==> config.mk <==
export PLATFORM = sky130hd
export DESIGN_NAME = codec_i2s_rx
export DESIGN_NICKNAME = d
export VERILOG_FILES = /design/src/rtl/codec_i2s_rx.sv
export SDC_FILE = /design/constraint.sdc
export NUM_CORES = 1
export LEC_CHECK = 0
export CAP_MARGIN = 10
export CORE_MARGIN = 3
export CORE_UTILIZATION = 44
export DETAILED_ROUTE_END_ITERATION = 7
export GPL_TIMING_DRIVEN = 0
export PLACE_DENSITY_LB_ADDON = 0.15
export SYNTH_ARGS = -nofsm -noshare
export SYNTH_HDL_FRONTEND = slang
export SYNTH_SLANG_ARGS = --single-unit
==> constraint.sdc <==
create_clock -name clk -period 2.6 [get_ports clk]
set_clock_uncertainty 0.1 [all_clocks]
set_input_delay 0.39 -clock clk [delete_from_list [all_inputs] [get_ports clk]]
set_output_delay 0.39 -clock clk [all_outputs]
set_load 0.1 [all_outputs]
==> src/rtl/codec_i2s_rx.sv <==
// I2S receiver for the codec ADC path: generates bclk/lrclk and deserialises
// 24-bit MSB-first two's-complement samples into per-channel strobed words.
module codec_i2s_rx #(
    parameter int BCLK_DIV = 4
) (
    input  logic        clk,
    input  logic        rst,
    output logic        codec_bclk,
    output logic        codec_lrclk,
    input  logic        codec_sdout,
    output logic [1:0]  dout_valid,
    output logic [23:0] dout
);

    localparam logic [7:0] DIV_LAST = 8'(BCLK_DIV - 1);

    logic [7:0]  div_cnt;
    logic [5:0]  bit_cnt;
    logic [23:0] shift_reg;
    logic [1:0]  sdout_sync;
    logic        tick;
    logic        rise_evt;
    logic [4:0]  slot;
    logic        capture;
    logic [23:0] shift_next;

    assign tick        = (div_cnt == DIV_LAST);
    assign rise_evt    = tick & ~codec_bclk;
    assign slot        = bit_cnt[4:0];
    assign capture     = rise_evt && (slot >= 5'd1) && (slot <= 5'd24);
    assign shift_next  = {shift_reg[22:0], sdout_sync[1]};
    assign codec_lrclk = bit_cnt[5];

    always_ff @(posedge clk) begin
        if (rst) begin
            div_cnt    <= '0;
            bit_cnt    <= '0;
            shift_reg  <= '0;
            sdout_sync <= '0;
            codec_bclk <= 1'b0;
            dout_valid <= '0;
            dout       <= '0;
        end else begin
            sdout_sync <= {sdout_sync[0], codec_sdout};
            div_cnt    <= tick ? 8'd0 : div_cnt + 8'd1;
            dout_valid <= '0;

            if (tick) begin
                codec_bclk <= ~codec_bclk;
            end
            // bit_cnt advances on the bclk falling edge so lrclk changes with it
            if (tick && codec_bclk) begin
                bit_cnt <= bit_cnt + 6'd1;
            end

            if (capture) begin
                shift_reg <= shift_next;
                if (slot == 5'd24) begin
                    dout       <= shift_next;
                    dout_valid <= bit_cnt[5] ? 2'b10 : 2'b01;
                end
            end
        end
    end

endmodule

==> Word-level counts from Yosys, hierarchy flattened <==
Index checks and enable logic that the tools add are counted.
{ "word_totals": {"word_cells": 24, "output_inout_bits": 28, "regBits": 66} }
{ "classes": {"n_lt_le_gt_ge": 2, "bitwise": 4, "n_mux": 1, "eq_ne": 2, "n_reduce_logical": 6, "n_addsub": 2} }
{ "op_table": {"columns": ["cell", "n"], "rows": [
  ["$add A8 B1 Y8 const B", 1],
  ["$eq A8 B2 Y1 const B", 1],
  ["$add A6 B1 Y6 const B", 1],
  ["$eq A5 B5 Y1 const B", 1],
  ["$ge A5 B1 Y1 const B", 1],
  ["$le A5 B5 Y1 const B", 1],
  ["$logic_and A1 B1 Y1", 3],
  ["$not A1 Y1", 3],
  ["$reduce_or A3 Y1", 1],
  ["$mux W2", 1],
  ["$reduce_and A2 Y1", 1],
  ["$reduce_or A2 Y1", 1],
  ["$and A1 B1 Y1", 1]
]} }

==> Logic depth before layout (Yosys ltp) <==
Gate-level depths: netlist (run 1).
{ "depth": {"word_depth": 6, "depth_mapped": 7} }

==> Worst setup path after synthesis (run 1) <==
Ideal clock, no wire load.
{ "synth_path": {"path_kind": "flip-flop to flip-flop", "startpoint": "register codec_bclk", "endpoint": "register dout[10]", "arrival_time_ns": 1.923, "setup_slack_ns": 0.514, "path_stages_with_launch": 6, "setup_time_ns": 0.062, "path_cell_list": "dfxtp_1 -> clkbuf_1 -> a221oi_1 -> a21oi_1 -> buf_2 -> a22o_1"} }
{ "synth_via": {"elab_chain_cells": 5} }
{ "synth_lines": {"columns": ["element", "line_no", "source"], "rows": [
  ["start: declaration", "8", "output logic codec_bclk,"],
  ["start signal: assignment", "49", "codec_bclk <= ~codec_bclk;"],
  ["$not A1 Y1", "28", "assign rise_evt = tick & ~codec_bclk;"],
  ["$and A1 B1 Y1", "28", null],
  ["$logic_and A1 B1 Y1 (2 in series)", "30", "assign capture = rise_evt && (slot >= 5'd1) && (slot <= 5'd24);"],
  ["$reduce_and A2 Y1 (no source line)", null, null],
  ["end signal: assignment", "59", "dout <= shift_next;"],
  ["end: declaration", "12", "output logic [23:0] dout"]
]} }
Every way passes these cells.
A chain may end at the register's enable or synchronous reset.

==> Final worst setup path (run 1) <==
{ "layout_path": {"startpoint": "register bit_cnt[5]", "endpoint": "output port codec_lrclk"} }
{ "layout_rtl": {"columns": ["element", "line_no", "source"], "rows": [
  ["start: declaration", "18", "logic [5:0] bit_cnt;"],
  ["start signal: assignment", "53", "bit_cnt <= bit_cnt + 6'd1;"],
  ["end: declaration", "9", "output logic codec_lrclk,"]
]} }
No word-level cell between the ends.

==> results of run 1 <==
## synth_stat cells (4+ instances only)
| cell | number |
|---|---|
| dfxtp_1 | 66 |
| nand2b_1 | 25 |
| mux2i_1 | 23 |
| a22o_1 | 22 |
| nor2_1 | 15 |
| nand3_1 | 10 |
| xor2_1 | 7 |
| clkbuf_1 | 6 |
| a21oi_1 | 5 |
| o21ai_0 | 5 |
| and3_1 | 4 |
| buf_2 | 4 |
| ha_1 | 4 |
## power groups by stage
stage / Combinational (mW) / Sequential [mW] / Clock, mW
2_1_floorplan: 0.0392 / 1.06 / 0
3_3_place_gp: 0.0649 / 1.05 / 0
3_5_place_dp: 0.0658 / 1.05 / 0
4_1_cts: 0.0662 / 1.02 / 0.937
5_1_grt: 0.0725 / 1.02 / 0.979
6_report: 0.0654 / 1.02 / 0.920
## layout make-up
class / count / area, um2
sequential: 66 / 1320
clock inverter: 3 / 65.1
tap: 70 / 87.6
buffer: 12 / 57.6
timing repair buffer: 30 / 300
clock buffer: 11 / 141
inverter: 3 / 11.3
multi-input combinational: 144 / 1060
fill: 467 / 2190
## per-layer routing
metal,GRT usage,part of all wire
met4,0.101,0.026
met1,0.206,0.51
met2,0.224,0.42
met3,0.0448,0.042
met5,0,0
## path summary, 6_finish.rpt
kind | start | slack, ns | cells past startpoint | to
max | bit_cnt[5]$_SDFFE_PP0P_ | 0.24 | 1 | codec_lrclk
min | div_cnt[0]$_SDFF_PP0_ | 0.34 | 1 | div_cnt[0]$_SDFF_PP0_
max reg2reg | div_cnt[0]$_SDFF_PP0_ | 0.34 | 6 | dout[14]$_SDFFE_PP0P_
min reg2reg | div_cnt[0]$_SDFF_PP0_ | 0.34 | 1 | div_cnt[0]$_SDFF_PP0_
## stage by stage
step | hold slack [ns] | utilization | setup WS (ns) | std cells | instance area [um2]
after floorplan | 0.313 | - | 0.514 | 225 | 2450
after detailed placement | 0.332 | 0.542 | 0.392 | 325 | 2840
after CTS | 0.341 | 0.582 | 0.222 | 339 | 3050
after global routing | 0.358 | 0.582 | 0.108 | 339 | 3050
after global placement | 0.325 | 0.542 | 0.370 | 325 | 2840
final | 0.339 | 0.582 | 0.236 | 339 | 3050
## logic make-up after synthesis
logic type      after synthesis  share of synthesized area
mux                          23                     0.0939
xor+xnor                     10                     0.0357
simple gates                 72                      0.173
compound gates               35                      0.110
buf+inv                      15                     0.0281
flops                        66                      0.539
fa+ha+maj                     4                     0.0204
## worst register-to-register path: stages, from the launching register on
cell	delay [ns]
dfxtp_1	0.34
ha_1	0.25
nor3b_2	0.46
nand3_1	0.26
nor3_2	0.30
buf_2	0.32
a22o_1	0.17
==> results.tsv, run 1 <==
stage	metric	value	unit
outcome	outcome	finished clean	
setup_path	Critical-path top delay cell	clkdlybuf4s50_1	
route	routed via count	1687	
grt	GRT Overall Usage	0.157	
setup_path	worst path cell trace	clkdlybuf4s50_1	
power_and_ir_drop	Static Leakage	1.12	nW
setup_path	Setup crit start kind	flop	
route	initial DRC count	100	
sta	Slew @ Worst Pin	0.972	ns
power_and_ir_drop	clock share of power	0.458	
clocking	H-tree Lvls	3	
synth	mapped cell area	2450	um2
setup_path	worst path required time	2.11	ns
clocking	post-cts hold buffer count	0	
setup_path	number of buffers and inverters on the critical path	1	
synth	Async S/R FF share, synth	0	
clocking	CTS tree	yes	
setup_path	element type at the critical path end	output port	
power_and_ir_drop	NetSw	0.414	mW
clocking	Gates resized, CTS repair	0	
power_and_ir_drop	worst ir drop on vdd	0.322	mV
final_layout	antenna cell count	0	
floorplanning	Core ar.	5240	um2
sta	part of the cycle the worst path needs	0.909	
clocking	CTS buffer count	9	
power_and_ir_drop	Power Dens Cells	660	nW/um2
setup_path	critical path fanouts, max	5	
synth	synthesized instance count	225	
route	total wire length	4500	um
final_layout	Area growth syn-to-layout	24.2	%
floorplanning	Initial Util	0.468	
power_and_ir_drop	Flop pwr share	0.510	
setup_path	delay-heaviest family, CP	buffers and inverters	
clocking	Post-CTS Setup Inserts	0	
floorplanning	Die Span X	80.7	um
grt	largest net degree at the start of global routing	11	
grt	GR Overflow Total	0	
synth	ranking of synthesized cells by area	dfxtp_1 (54%), mux2i_1 (9.4%), a22o_1 (7.9%)	
clocking	CTS clock-pin slew for the worst setup and hold paths	0.06	ns
floorplanning	chip height	80.7	um
min_path	Hold Path Class	reg -> reg	
route	Post-DRT Antenna Nets	0	
synth	warnings from Yosys	0	
final_layout	share of cells above drive strength 1	0.0855	
final_layout	max reg flops	24	
route	Vias per Instance	4.98	
power_and_ir_drop	Sw Ratio	0.206	
sta	Setup Viol. Count Final	0	
setup_path	Max stage delay on crit path	1.15	ns
synth	Yosys top cell area share	0.539	
sta	fin. max-slew vios	0	
clocking	Clock Path Buffers	2	
final_layout	fin nets	273	
sta	FMAX	423	MHz
sta	Setup TNS	0	ns
floorplanning	die footprint	6510	um2
setup_path	WS Path Type	reg -> out	
clocking	Worst-Skew Late Latency	0.34	ns
synth	syn_area_per_cell	10.9	um2
synth	synth unique cells	31	
route	Remaining DRCs	0	
grt	initial antenna violation count	0	
final_layout	most common cell after layout, fill and taps aside	dfxtp_1	
run	Max-Cap Viols	0	
synth	EDFF count, synth	0	
synth	Post-Syn Nets	232	
floorplanning	# IOs	31	
synth	cell taking the most area after synthesis	dfxtp_1	
floorplanning	std cell rows	26	
placement	IO Port Bufs	30	
clocking	CTS Root Cell	clkbuf_8	
route	First-pass DRT Iterations	4	
power_and_ir_drop	Tot Pwr	2.01	mW
grt	vias in the first global route	1653	
sta	RSZ-0062 raised after global routing	false	
power_and_ir_drop	Combinational Power Share	0.033	
power_and_ir_drop	Int Pwr	1.60	mW
clocking	Clock Sinks	66	
sta	crit path time final	2.36	ns
route	DR WL/cell	13.3	um
setup_path	Worst EP arrival	1.87	ns
synth	prevailing post-synth register cell	dfxtp_1	
sta	Hold Vio Cnt, Final	0	
placement	final RePlAce weighted congestion	0.738	
final_layout	commonest cells after routing, fill and taps aside	dfxtp_1 (66), clkdlybuf4s50_1 (30), nand2b_1 (25), mux2i_1 (23), a22o_1 (22)	
synth	Yosys reg bits	66	
synth	sequential fraction of the synthesis area	0.539	
grt	first-pass GRT wire length	7740	um
placement	dpl hpwl	2960	um
sta	normalized max-slew margin	0.350	
No activity file was read; power rests on OpenSTA's default activity.
==> inputs of run 2 (changes only) <==
--- a/config.mk
+++ b/config.mk
@@ -6,7 +6,6 @@
 export NUM_CORES = 1
 export LEC_CHECK = 0
 export CAP_MARGIN = 10
-export CORE_MARGIN = 3
 export CORE_UTILIZATION = 44
 export DETAILED_ROUTE_END_ITERATION = 7
 export GPL_TIMING_DRIVEN = 0
==> run 2 against run 1 <==
Global-route usage rose by 0.72 points; first-iteration DRC count rose by 65%; worst setup slack improved by 0.0039 ns; register-to-register slack barely moved; count of clock-buffer cells in the layout fell by 2; utilization fell by 0.26 points; combinational power fell by 2%; wire length fell by 2.6%; final cell count rose by 0.59%; sequential cell count did not move; design area fell by 0.45%; maximum frequency rose by 0.17%; critical endpoint unchanged; largest cell class unchanged.
==> results.tsv, run 2 (synthesis results as in run 1) <==
stage	metric	value	unit
outcome	outcome	finished clean	
grt	first-pass GRT wire length	7470	um
clocking	Gates resized, CTS repair	0	
placement	final RePlAce weighted congestion	0.720	
sta	FMAX	424	MHz
sta	fin. max-slew vios	0	
clocking	Clock Sinks	66	
final_layout	fin nets	273	
final_layout	fin util	0.579	
placement	dpl cell area	2840	um2
final_layout	Area growth syn-to-layout	23.7	%
floorplanning	Initial Util	0.468	
setup_path	RR Startpoint	div_cnt[0]$_SDFF_PP0_	
placement	dpl ws	0.409	ns
min_path	Hold Path Stages	1	
grt	vias in the first global route	1607	
setup_path	WS Path Type	reg -> out	
final_layout	area of the multi-input gates	1060	um2
sta	Setup Viol. Count Final	0	
grt	initial antenna violation count	0	
grt	GRT Overall Usage	0.165	
sta	RSZ-0062 raised after global routing	false	
min_path	Hold Path Class	reg -> reg	
route	routed via count	1723	
final_layout	max reg flops	24	
final_layout	fillers	472	
clocking	Clock Path Buffers	2	
clocking	Post-CTS Setup Inserts	0	
setup_path	critical path fanouts, max	5	
route	Vias per Instance	5.05	
grt	largest net degree at the start of global routing	13	
route	DR WL/cell	12.9	um
clocking	CTS Root Cell	clkbuf_8	
setup_path	cell depth of the worst flop-to-flop path	6	
setup_path	worst path required time	2.11	ns
floorplanning	std cell rows	26	
setup_path	number of buffers and inverters on the critical path	1	
placement	Post-Place Cells	325	
route	First-pass DRT Iterations	4	
setup_path	delay-heaviest family, CP	buffers and inverters	
setup_path	Setup crit start kind	flop	
clocking	Worst-Skew Late Latency	0.34	ns
clocking	CTS clock-pin slew for the worst setup and hold paths	0.07	ns
power_and_ir_drop	worst ir drop on vdd	0.483	mV
sta	Hold Vio Cnt, Final	0	
final_layout	commonest cells after routing, fill and taps aside	dfxtp_1 (66), clkdlybuf4s50_1 (30), nand2b_1 (25), mux2i_1 (23), a22o_1 (22)	
run	Max-Cap Viols	0	
setup_path	Critical-path top delay cell	clkdlybuf4s50_1	
final_layout	antenna cell count	0	
floorplanning	chip height	76.7	um
clocking	CTS buffer count	9	
setup_path	element type at the critical path end	output port	
power_and_ir_drop	Static Leakage	1.11	nW
clocking	CTS tree	yes	
floorplanning	# IOs	31	
placement	dpl hpwl	2900	um
setup_path	R2R setup slack	0.35	ns
route	total wire length	4380	um
final_layout	most common cell after layout, fill and taps aside	dfxtp_1	
route	Remaining DRCs	0	
floorplanning	Core ar.	5240	um2
sta	crit path time final	2.36	ns
min_path	hold path start	sdout_sync[0]$_SDFF_PP0_	
sta	normalized max-slew margin	0.345	
clocking	post-cts hold buffer count	0	
final_layout	share of cells above drive strength 1	0.0959	
setup_path	Max stage delay on crit path	1.15	ns
floorplanning	die footprint	5880	um2
final_layout	design area	3030	um2
sta	part of the cycle the worst path needs	0.908	
route	initial DRC count	165	
placement	IO Port Bufs	30	
setup_path	Reg-to-Reg End	dout[11]$_SDFFE_PP0P_	
final_layout	post-route insts no fill	341	
floorplanning	Die Span X	76.7	um
clocking	H-tree Lvls	3	
setup_path	worst path cell trace	clkdlybuf4s50_1	
power_and_ir_drop	Power Dens Cells	637	nW/um2
grt	GR Overflow Total	0	
sta	Setup TNS	0	ns
sta	Setup WS post-layout	0.240	ns
setup_path	Worst EP arrival	1.87	ns
sta	Slew @ Worst Pin	0.980	ns
final_layout	register area	1320	um2
route	Post-DRT Antenna Nets	0	
min_path	hold endpoint	sdout_sync[1]$_SDFF_PP0_	
## run 2: cell types whose count changed in the layout (fill, tap and decap cells not counted), sizes merged
cell and delta:
clkinv +2, bufinv -1, clkbuf -2, inv +1, clkinvlp +2
## run 2: where the power goes
| part | internal [mW] | total [mW] | leakage (nW) | switching (mW) |
|---|---|---|---|---|
| registers | 1.02 | 1.02 | 0.532 | 0.00534 |
| logic | 0.0231 | 0.0643 | 0.482 | 0.0412 |
| clock network | 0.440 | 0.843 | 0.0954 | 0.402 |
| total | 1.48 | 1.93 | 1.11 | 0.449 |
## run 2: layout make-up
class / instances / area share
inverters: 3 / 0.00371
clock inverters: 7 / 0.0227
plain buffers: 12 / 0.0190
clock buffers: 9 / 0.0408
flip-flops and latches: 66 / 0.436
repair buffers: 30 / 0.0990
well taps: 70 / 0.0289
multi-input cells: 144 / 0.350
## run 2: per-stage QoR
step	total power [mW]	hold WS, ns
2_1_floorplan	1.09	0.313
3_3_place_gp	1.11	0.325
3_5_place_dp	1.11	0.325
4_1_cts	1.94	0.337
5_1_grt	2.01	0.356
6_report	1.93	0.334
## run 2: worst max path at each step
stage / to / slack (ns) / cells past startpoint / from
global route: dout[14]$_SDFFE_PP0P_ / 0.13 / 6 / div_cnt[0]$_SDFF_PP0_
global placement: dout[14]$_SDFFE_PP0P_ / 0.37 / 6 / div_cnt[0]$_SDFF_PP0_
detailed placement: dout[12]$_SDFFE_PP0P_ / 0.41 / 6 / div_cnt[0]$_SDFF_PP0_
CTS: codec_lrclk / 0.23 / 1 / bit_cnt[5]$_SDFFE_PP0P_
floorplan: dout[10]$_SDFFE_PP0P_ / 0.51 / 5 / codec_bclk$_SDFFE_PP0N_
finish: codec_lrclk / 0.24 / 1 / bit_cnt[5]$_SDFFE_PP0P_
## run 2: metal layers
metal | wire [um] | up-vias | track usage
met4 | 98 | 0 | 0.0923
met3 | 161 | 10 | 0.0405
met1 | 2320 | 791 | 0.227
met2 | 1800 | 36 | 0.233
li1 | - | 886 | -
met5 | 0 | - | 0
==> inputs of run 3 (changes only) <==
--- a/config.mk
+++ b/config.mk
@@ -10,6 +10,7 @@
 export DETAILED_ROUTE_END_ITERATION = 7
 export GPL_TIMING_DRIVEN = 0
 export PLACE_DENSITY_LB_ADDON = 0.15
+export SKIP_CTS_REPAIR_TIMING = 1
 export SYNTH_ARGS = -nofsm -noshare
 export SYNTH_HDL_FRONTEND = slang
 export SYNTH_SLANG_ARGS = --single-unit
==> results of run 3 <==
The final DEF is identical to that of run 2; final timing and power are the same.
